<file path="config.mk">
export PLATFORM = sky130hd
export DESIGN_NAME = pipeline_stall_ctrl_flat
export DESIGN_NICKNAME = d
export VERILOG_FILES = /design/src/rtl/pipeline_stall_ctrl_if.sv /design/src/rtl/pipeline_stall_ctrl.sv /design/src/flat_wrapper.sv
export SDC_FILE = /design/constraint.sdc
export NUM_CORES = 1
export LEC_CHECK = 0
export ABC_CLOCK_PERIOD_IN_PS = 3500
export CAP_MARGIN = 10
export CORE_ASPECT_RATIO = 0.5
export CORE_MARGIN = 2
export CORE_UTILIZATION = 49
export CTS_CLUSTER_SIZE = 28
export DETAILED_ROUTE_END_ITERATION = 10
export PLACE_DENSITY = 0.84
export SETUP_SLACK_MARGIN = 0.4
export SLEW_MARGIN = 40
export SYNTH_ARGS = -nofsm -noshare
export SYNTH_HDL_FRONTEND = slang
export SYNTH_SLANG_ARGS = --single-unit
</file>
<file path="constraint.sdc">
create_clock -name clk_i -period 3.5 [get_ports clk_i]
set_input_delay 0.875 -clock clk_i [delete_from_list [all_inputs] [get_ports clk_i]]
set_output_delay 0.875 -clock clk_i [all_outputs]
set_load 0.05 [all_outputs]
</file>
<file path="src/rtl/pipeline_stall_ctrl_if.sv">
// rtl/pipeline_stall_ctrl_if.sv - pipeline hazard/memory handshake bundle between datapath and stall controller
//
// Signals:
//   IDEX_MemRead_i, IDEX_RDaddr_i    load in EX and its destination register
//   IFID_RS1addr_i, IFID_RS2addr_i   source registers of the instruction in ID
//   Branch_i                         taken branch resolved in ID
//   EXMEM_MemAcc_i, mem_ack_i        memory access in MEM and its completion
//   mem_req_o                        data memory request
//   PCWrite_o .. MEMWB_Bubble_o      pipeline register enables / flushes / bubbles
// Modports:
//   master  datapath side (drives hazard inputs, consumes controls)
//   slave   stall controller side
interface pipeline_stall_ctrl_if;
    logic       IDEX_MemRead_i;
    logic [4:0] IDEX_RDaddr_i;
    logic [4:0] IFID_RS1addr_i;
    logic [4:0] IFID_RS2addr_i;
    logic       Branch_i;
    logic       EXMEM_MemAcc_i;
    logic       mem_ack_i;
    logic       mem_req_o;
    logic       PCWrite_o;
    logic       IFID_Write_o;
    logic       IFID_Flush_o;
    logic       IDEX_Write_o;
    logic       IDEX_Bubble_o;
    logic       EXMEM_Write_o;
    logic       MEMWB_Bubble_o;

    modport master (
        output IDEX_MemRead_i, IDEX_RDaddr_i, IFID_RS1addr_i, IFID_RS2addr_i,
               Branch_i, EXMEM_MemAcc_i, mem_ack_i,
        input  mem_req_o, PCWrite_o, IFID_Write_o, IFID_Flush_o,
               IDEX_Write_o, IDEX_Bubble_o, EXMEM_Write_o, MEMWB_Bubble_o
    );

    modport slave (
        input  IDEX_MemRead_i, IDEX_RDaddr_i, IFID_RS1addr_i, IFID_RS2addr_i,
               Branch_i, EXMEM_MemAcc_i, mem_ack_i,
        output mem_req_o, PCWrite_o, IFID_Write_o, IFID_Flush_o,
               IDEX_Write_o, IDEX_Bubble_o, EXMEM_Write_o, MEMWB_Bubble_o
    );
endinterface

</file>
<file path="src/rtl/pipeline_stall_ctrl.sv">
// rtl/pipeline_stall_ctrl.sv - hazard/stall scheduler for the 5-stage pipeline
//
// Ports:
//   clk_i        clock, rising edge
//   rst_i        asynchronous reset, active low
//   bus          pipeline_stall_ctrl_if.slave (hazard inputs, pipe controls, mem req/ack)
//   err_o        sticky memory-timeout flag
//   stall_cnt_o  saturating count of cycles with PCWrite_o=0
module pipeline_stall_ctrl #(
    parameter int MEM_TIMEOUT = 16,
    parameter int CNT_W       = 16
) (
    input  logic                  clk_i,
    input  logic                  rst_i,
    pipeline_stall_ctrl_if.slave  bus,
    output logic                  err_o,
    output logic [CNT_W-1:0]      stall_cnt_o
);

    localparam int WCW = $clog2(MEM_TIMEOUT) + 1;

    localparam logic [1:0] ST_RUN  = 2'd0;
    localparam logic [1:0] ST_WAIT = 2'd1;
    localparam logic [1:0] ST_ERR  = 2'd2;

    logic [1:0]     state;
    logic [WCW-1:0] wait_cnt;

    logic lu;
    logic mstall;
    logic mem_req;
    logic pc_write;
    logic ifid_write;
    logic ifid_flush;
    logic idex_write;
    logic idex_bubble;
    logic exmem_write;
    logic memwb_bubble;

    assign lu = bus.IDEX_MemRead_i && (bus.IDEX_RDaddr_i != 5'd0) &&
                ((bus.IDEX_RDaddr_i == bus.IFID_RS1addr_i) ||
                 (bus.IDEX_RDaddr_i == bus.IFID_RS2addr_i));

    // A dropped EXMEM_MemAcc_i while waiting removes the request, so mstall
    // falls and the cycle is handled exactly like an ack.
    assign mem_req = rst_i && (state != ST_ERR) && bus.EXMEM_MemAcc_i;
    assign mstall  = mem_req && !bus.mem_ack_i;

    always_comb begin
        pc_write     = 1'b0;
        ifid_write   = 1'b0;
        ifid_flush   = 1'b0;
        idex_write   = 1'b0;
        idex_bubble  = 1'b0;
        exmem_write  = 1'b0;
        memwb_bubble = 1'b0;
        if (rst_i) begin
            if (state == ST_ERR || mstall) begin
                // full freeze; only the MEM/WB write-back is squashed
                memwb_bubble = 1'b1;
            end else begin
                pc_write    = 1'b1;
                ifid_write  = 1'b1;
                idex_write  = 1'b1;
                exmem_write = 1'b1;
                if (lu) begin
                    pc_write    = 1'b0;
                    ifid_write  = 1'b0;
                    idex_bubble = 1'b1;
                end else if (bus.Branch_i) begin
                    ifid_flush = 1'b1;
                end
            end
        end
    end

    assign bus.mem_req_o      = mem_req;
    assign bus.PCWrite_o      = pc_write;
    assign bus.IFID_Write_o   = ifid_write;
    assign bus.IFID_Flush_o   = ifid_flush;
    assign bus.IDEX_Write_o   = idex_write;
    assign bus.IDEX_Bubble_o  = idex_bubble;
    assign bus.EXMEM_Write_o  = exmem_write;
    assign bus.MEMWB_Bubble_o = memwb_bubble;

    always_ff @(posedge clk_i or negedge rst_i) begin
        if (!rst_i) begin
            state    <= ST_RUN;
            wait_cnt <= '0;
            err_o    <= 1'b0;
        end else begin
            case (state)
                ST_RUN: begin
                    if (mstall) begin
                        state    <= ST_WAIT;
                        wait_cnt <= WCW'(1);
                    end
                end
                ST_WAIT: begin
                    if (mstall) begin
                        wait_cnt <= wait_cnt + WCW'(1);
                        if (wait_cnt == WCW'(MEM_TIMEOUT - 1)) begin
                            state <= ST_ERR;
                            err_o <= 1'b1;
                        end
                    end else begin
                        state    <= ST_RUN;
                        wait_cnt <= '0;
                    end
                end
                ST_ERR:  state <= ST_ERR;
                default: state <= ST_RUN;
            endcase
        end
    end

    always_ff @(posedge clk_i or negedge rst_i) begin
        if (!rst_i) begin
            stall_cnt_o <= '0;
        end else if (!pc_write && (stall_cnt_o != {CNT_W{1'b1}})) begin
            stall_cnt_o <= stall_cnt_o + CNT_W'(1);
        end
    end

endmodule

</file>
<file path="src/flat_wrapper.sv">
// flat-port wrapper written by rule: the top's interface ports become plain ports
module pipeline_stall_ctrl_flat 
#(
    parameter int MEM_TIMEOUT = 16,
    parameter int CNT_W       = 16
)
  (clk_i, rst_i, err_o, stall_cnt_o, bus_IDEX_MemRead_i, bus_IDEX_RDaddr_i, bus_IFID_RS1addr_i, bus_IFID_RS2addr_i, bus_Branch_i, bus_EXMEM_MemAcc_i, bus_mem_ack_i, bus_mem_req_o, bus_PCWrite_o, bus_IFID_Write_o, bus_IFID_Flush_o, bus_IDEX_Write_o, bus_IDEX_Bubble_o, bus_EXMEM_Write_o, bus_MEMWB_Bubble_o);
  pipeline_stall_ctrl_if bus_i ();
  input  logic clk_i;
  input  logic rst_i;
  output logic err_o;
  output logic [CNT_W-1:0] stall_cnt_o;
  input wire logic [$bits(bus_i.IDEX_MemRead_i)-1:0] bus_IDEX_MemRead_i;
  input wire logic [$bits(bus_i.IDEX_RDaddr_i)-1:0] bus_IDEX_RDaddr_i;
  input wire logic [$bits(bus_i.IFID_RS1addr_i)-1:0] bus_IFID_RS1addr_i;
  input wire logic [$bits(bus_i.IFID_RS2addr_i)-1:0] bus_IFID_RS2addr_i;
  input wire logic [$bits(bus_i.Branch_i)-1:0] bus_Branch_i;
  input wire logic [$bits(bus_i.EXMEM_MemAcc_i)-1:0] bus_EXMEM_MemAcc_i;
  input wire logic [$bits(bus_i.mem_ack_i)-1:0] bus_mem_ack_i;
  output wire logic [$bits(bus_i.mem_req_o)-1:0] bus_mem_req_o;
  output wire logic [$bits(bus_i.PCWrite_o)-1:0] bus_PCWrite_o;
  output wire logic [$bits(bus_i.IFID_Write_o)-1:0] bus_IFID_Write_o;
  output wire logic [$bits(bus_i.IFID_Flush_o)-1:0] bus_IFID_Flush_o;
  output wire logic [$bits(bus_i.IDEX_Write_o)-1:0] bus_IDEX_Write_o;
  output wire logic [$bits(bus_i.IDEX_Bubble_o)-1:0] bus_IDEX_Bubble_o;
  output wire logic [$bits(bus_i.EXMEM_Write_o)-1:0] bus_EXMEM_Write_o;
  output wire logic [$bits(bus_i.MEMWB_Bubble_o)-1:0] bus_MEMWB_Bubble_o;
  assign bus_i.IDEX_MemRead_i = bus_IDEX_MemRead_i;
  assign bus_i.IDEX_RDaddr_i = bus_IDEX_RDaddr_i;
  assign bus_i.IFID_RS1addr_i = bus_IFID_RS1addr_i;
  assign bus_i.IFID_RS2addr_i = bus_IFID_RS2addr_i;
  assign bus_i.Branch_i = bus_Branch_i;
  assign bus_i.EXMEM_MemAcc_i = bus_EXMEM_MemAcc_i;
  assign bus_i.mem_ack_i = bus_mem_ack_i;
  assign bus_mem_req_o = bus_i.mem_req_o;
  assign bus_PCWrite_o = bus_i.PCWrite_o;
  assign bus_IFID_Write_o = bus_i.IFID_Write_o;
  assign bus_IFID_Flush_o = bus_i.IFID_Flush_o;
  assign bus_IDEX_Write_o = bus_i.IDEX_Write_o;
  assign bus_IDEX_Bubble_o = bus_i.IDEX_Bubble_o;
  assign bus_EXMEM_Write_o = bus_i.EXMEM_Write_o;
  assign bus_MEMWB_Bubble_o = bus_i.MEMWB_Bubble_o;
  pipeline_stall_ctrl #(.MEM_TIMEOUT(MEM_TIMEOUT), .CNT_W(CNT_W)) u_core (.clk_i(clk_i), .rst_i(rst_i), .bus(bus_i), .err_o(err_o), .stall_cnt_o(stall_cnt_o));
endmodule
</file>
==> impl_metrics.toml <==
[final_layout]
post_route_cells_drive_above_1_share_pct = 23.2
areaGrowthSynthToFinish_pct = 51.1
finish.net_count = 223
mostFrequentLayoutCell = "dfrtp_1"
layout_common_cells = "dfrtp_1, clkdlybuf4s50_1, nand2_1"
fill_cells = 159
antenna-diode-count = 0
post-route-cell-area_sq_um = 2170

[floorplan]
core_area_sq_um = 2680
die_height_um = 42.3
fp.dieArea_sq_um = 3400
rows = 13
die_x_um = 80.5
initial_core_util_pct = 53.4
io-pin-count = 46

[sta]
finalClockSkew_ns = 0.00590
max_slew_margin_pct = 65.1
final.hold.worst_slack_ns = 0.441
min_period_over_period_pct = 87.6
hold_violations = 0
maximum_frequency_from_static_timing_analysis_mhz = 326
unrepaired_setup_endpoints_after_global_routing = "yes"
timing.final.max_slew_violations = 0
tightestPinTransition_ns = 0.521
setup_violations = 0
min_period_ns = 3.07
fin_setup_tns_ns = 0

[job]
cap_viol_max_count = 0

[worst_setup_path]
worst-path-max-fanout = 3
worst_setup_path_startpoint = "bus_IDEX_RDaddr_i[4]"
timing_worst_setup_path_type = "in -> out"
timing.critical_path.max_delay_family = "simple AND/OR/NAND/NOR gates"
cpPeakStageDelay_ns = 0.40
timing.critical_path.slowest_stage_cell = "or4_1"
crit_path_cell_trace = "clkdlybuf4s15_2, or4_1, o21a_1, a21oi_4, and2_4, buf_12"
startpoint_type = "primary input"
cp.buffers_inverters = 2
worst_ep_arrival_time_ns = 2.19
critPathRequiredTime_ns = 2.62
reg2reg_from = "u_core.state[1]"
worstSetupEndpointType = "primary output"

[routing]
ant_nets = 0
dr_total_vias = 1254
route.detailed.wl_per_inst_um = 15.8
total_detailed_routing_wirelength_mm = 3.72
post_detailed_route_via_to_cell_ratio = 5.34
detail_route.drc_violations = 0
detailedRoute.firstPassIterationCount = 4
dr.first_iter.drc_count = 19

[hold_path]
hp-class = "in -> async"

[power]
worst_ir_drop_vdd_uv = 589
intPower_mw = 0.649
power.density_nw_per_um2 = 538
clkPwrFrac_pct = 16.6
total_switching_power_mw = 0.517
power.combinational.fraction_pct = 47.2
share_of_total_power_consumed_by_net_switching_pct = 44.3
power.sequential.fraction_pct = 36.1
p_leak_nw = 0.981

[yosys]
syn_area_per_cell_sq_um = 10.2
ys_async_sr_fraction_pct = 100
post_synth_num_cell_types = 43
synth_fp_nets = 165
muxShareOfSynthArea_pct = 1.48
synth_seq_cells = 24
post_synth_and_or_nand_nor_area_fraction_pct = 24.7
synth_edf_count = 0
post_synth_xor_area_fraction_pct = 13.4
synth.yosys.seq_area_share_pct = 41.9
adder_cell_fraction_of_synth_area_pct = 2.62
yosys_warnings = 0
dominantRegCellSynth = "dfrtp_1"
syn_area_sq_um = 1430
combinational_family_with_the_most_area_after_synthesis = "simple AND/OR/NAND/NOR gates"
synth-compound-area-share_pct = 12.2
syn-instance-count = 141

[clocking]
cts-root-buf = "clkbuf_8"
h-tree-depth = 1
cts-hold-fix-buffers = 0
tritoncts_num_sinks = 24
cts_max_path_buffers = 2
tritoncts_buffers = 3
worst_skew_pair.late_latency_ns = 0.27
cts.clk_slew.worst_paths_ns = 0.09
cts_tree = "done"

[global_route]
grt_pass1_wl_mm = 5.55
grt_overflow = 0
grt.total_usage_pct = 21.3
grt_antenna_before_repair = 0
grt_start_max_net_pins = 15
vias_in_the_first_global_route = 1206

[placement]
dp_hpwl_mm = 2.62
dpl_cell_area_sq_um = 2050
gp_congestion = 0.760
numPortBuffers = 45

[run_status]
run_status = "finished clean"
## worst register-to-register path: stages (launching register included)
cell and delay (ns):
dfrtp_1 0.44, nor2b_1 0.18, a21oi_2 0.17, nand2_2 0.13
a21oi_4 0.17, buf_6 0.14, buf_4 0.19, or2_4 0.18
mux2_1 0.32
## cell families after synthesis
logic type | Yosys count
and+or+nand+nor | 56
AOI/OAI and AO/OA | 24
DFF | 24
xor gates and xnor gates | 22
buffers and inverters | 10
adders and majority gates | 3
muxes | 2
## layer usage
layer	vias to the layer above	track usage (%)	wire, um
met1	606	25.6	1540
met4	0	5.08	29
li1	618	-	-
met3	4	4.53	124
met2	26	39.2	2020
met5	-	0	0
## power groups by stage
| stage | Sequential (mW) | Clock, mW | Combinational (mW) |
|---|---|---|---|
| 6_report | 0.421 | 0.194 | 0.550 |
| 5_1_grt | 0.426 | 0.208 | 0.574 |
| 4_1_cts | 0.416 | 0.195 | 0.546 |
| 3_5_place_dp | 0.421 | 0 | 0.540 |
| 3_3_place_gp | 0.416 | 0 | 0.529 |
| 2_1_floorplan | 0.597 | 0 | 0.151 |
## through the flow
step           utilization (%)  instances  setup WS [ns]  power (mW)
2_1_floorplan                -        141          0.350       0.749
3_3_place_gp              76.2        228          0.105       0.945
3_5_place_dp              76.2        228         0.0947       0.961
4_1_cts                   78.8        233          0.392        1.16
5_1_grt                   80.7        235          0.383        1.21
6_report                  80.7        235          0.434        1.17
## state kept, by name, indices dropped and copies added (netlist names)
signal / count
u_core.stall_cnt_o: 16
u_core.err_o: 1
u_core.wait_cnt: 5
u_core.state: 2
## cell usage after synthesis, types with 3 or more instances
master	number	area (sq um)
o21ai_0	5	25.0
inv_1	7	26.3
nand2_1	14	52.6
xnor2_1	12	105
ha_1	3	37.5
nor2_1	6	22.5
and3_1	4	25.0
a21oi_1	6	30.0
nand3_1	9	45.0
dfrtp_1	24	601
xor2_1	10	87.6
## final timing paths
path                                     endpoint  depth (start not counted)  slack, ns
max                              bus_IFID_Flush_o                          6       0.43
min                        u_core.stall_cnt_o[14]                          1       0.44
max reg2reg                 u_core.stall_cnt_o[1]                          8       1.47
min reg2reg                          u_core.err_o                          1       0.46
max in group asynchronous  u_core.stall_cnt_o[11]                          2       2.58
min in group clk_i                   u_core.err_o                          1       0.46
## cell type report
class	instances	area [sq um]	area share, %
flip-flops and latches	24	601	27.7
repair buffers	56	618	28.5
well taps	37	46.3	2.14
multi-input cells	107	821	37.9
inverters	7	26.3	1.21
clock buffers	4	55.1	2.54
## what timing repair did
item                                    4_1_cts  5_1_grt
endpoints found under the hold margin         0        0
endpoints found under the setup margin        4        5
gates resized for setup                      26       10
pin swaps                                     9       11
buffers inserted                              1        2
(Power assumes the default switching activity.)
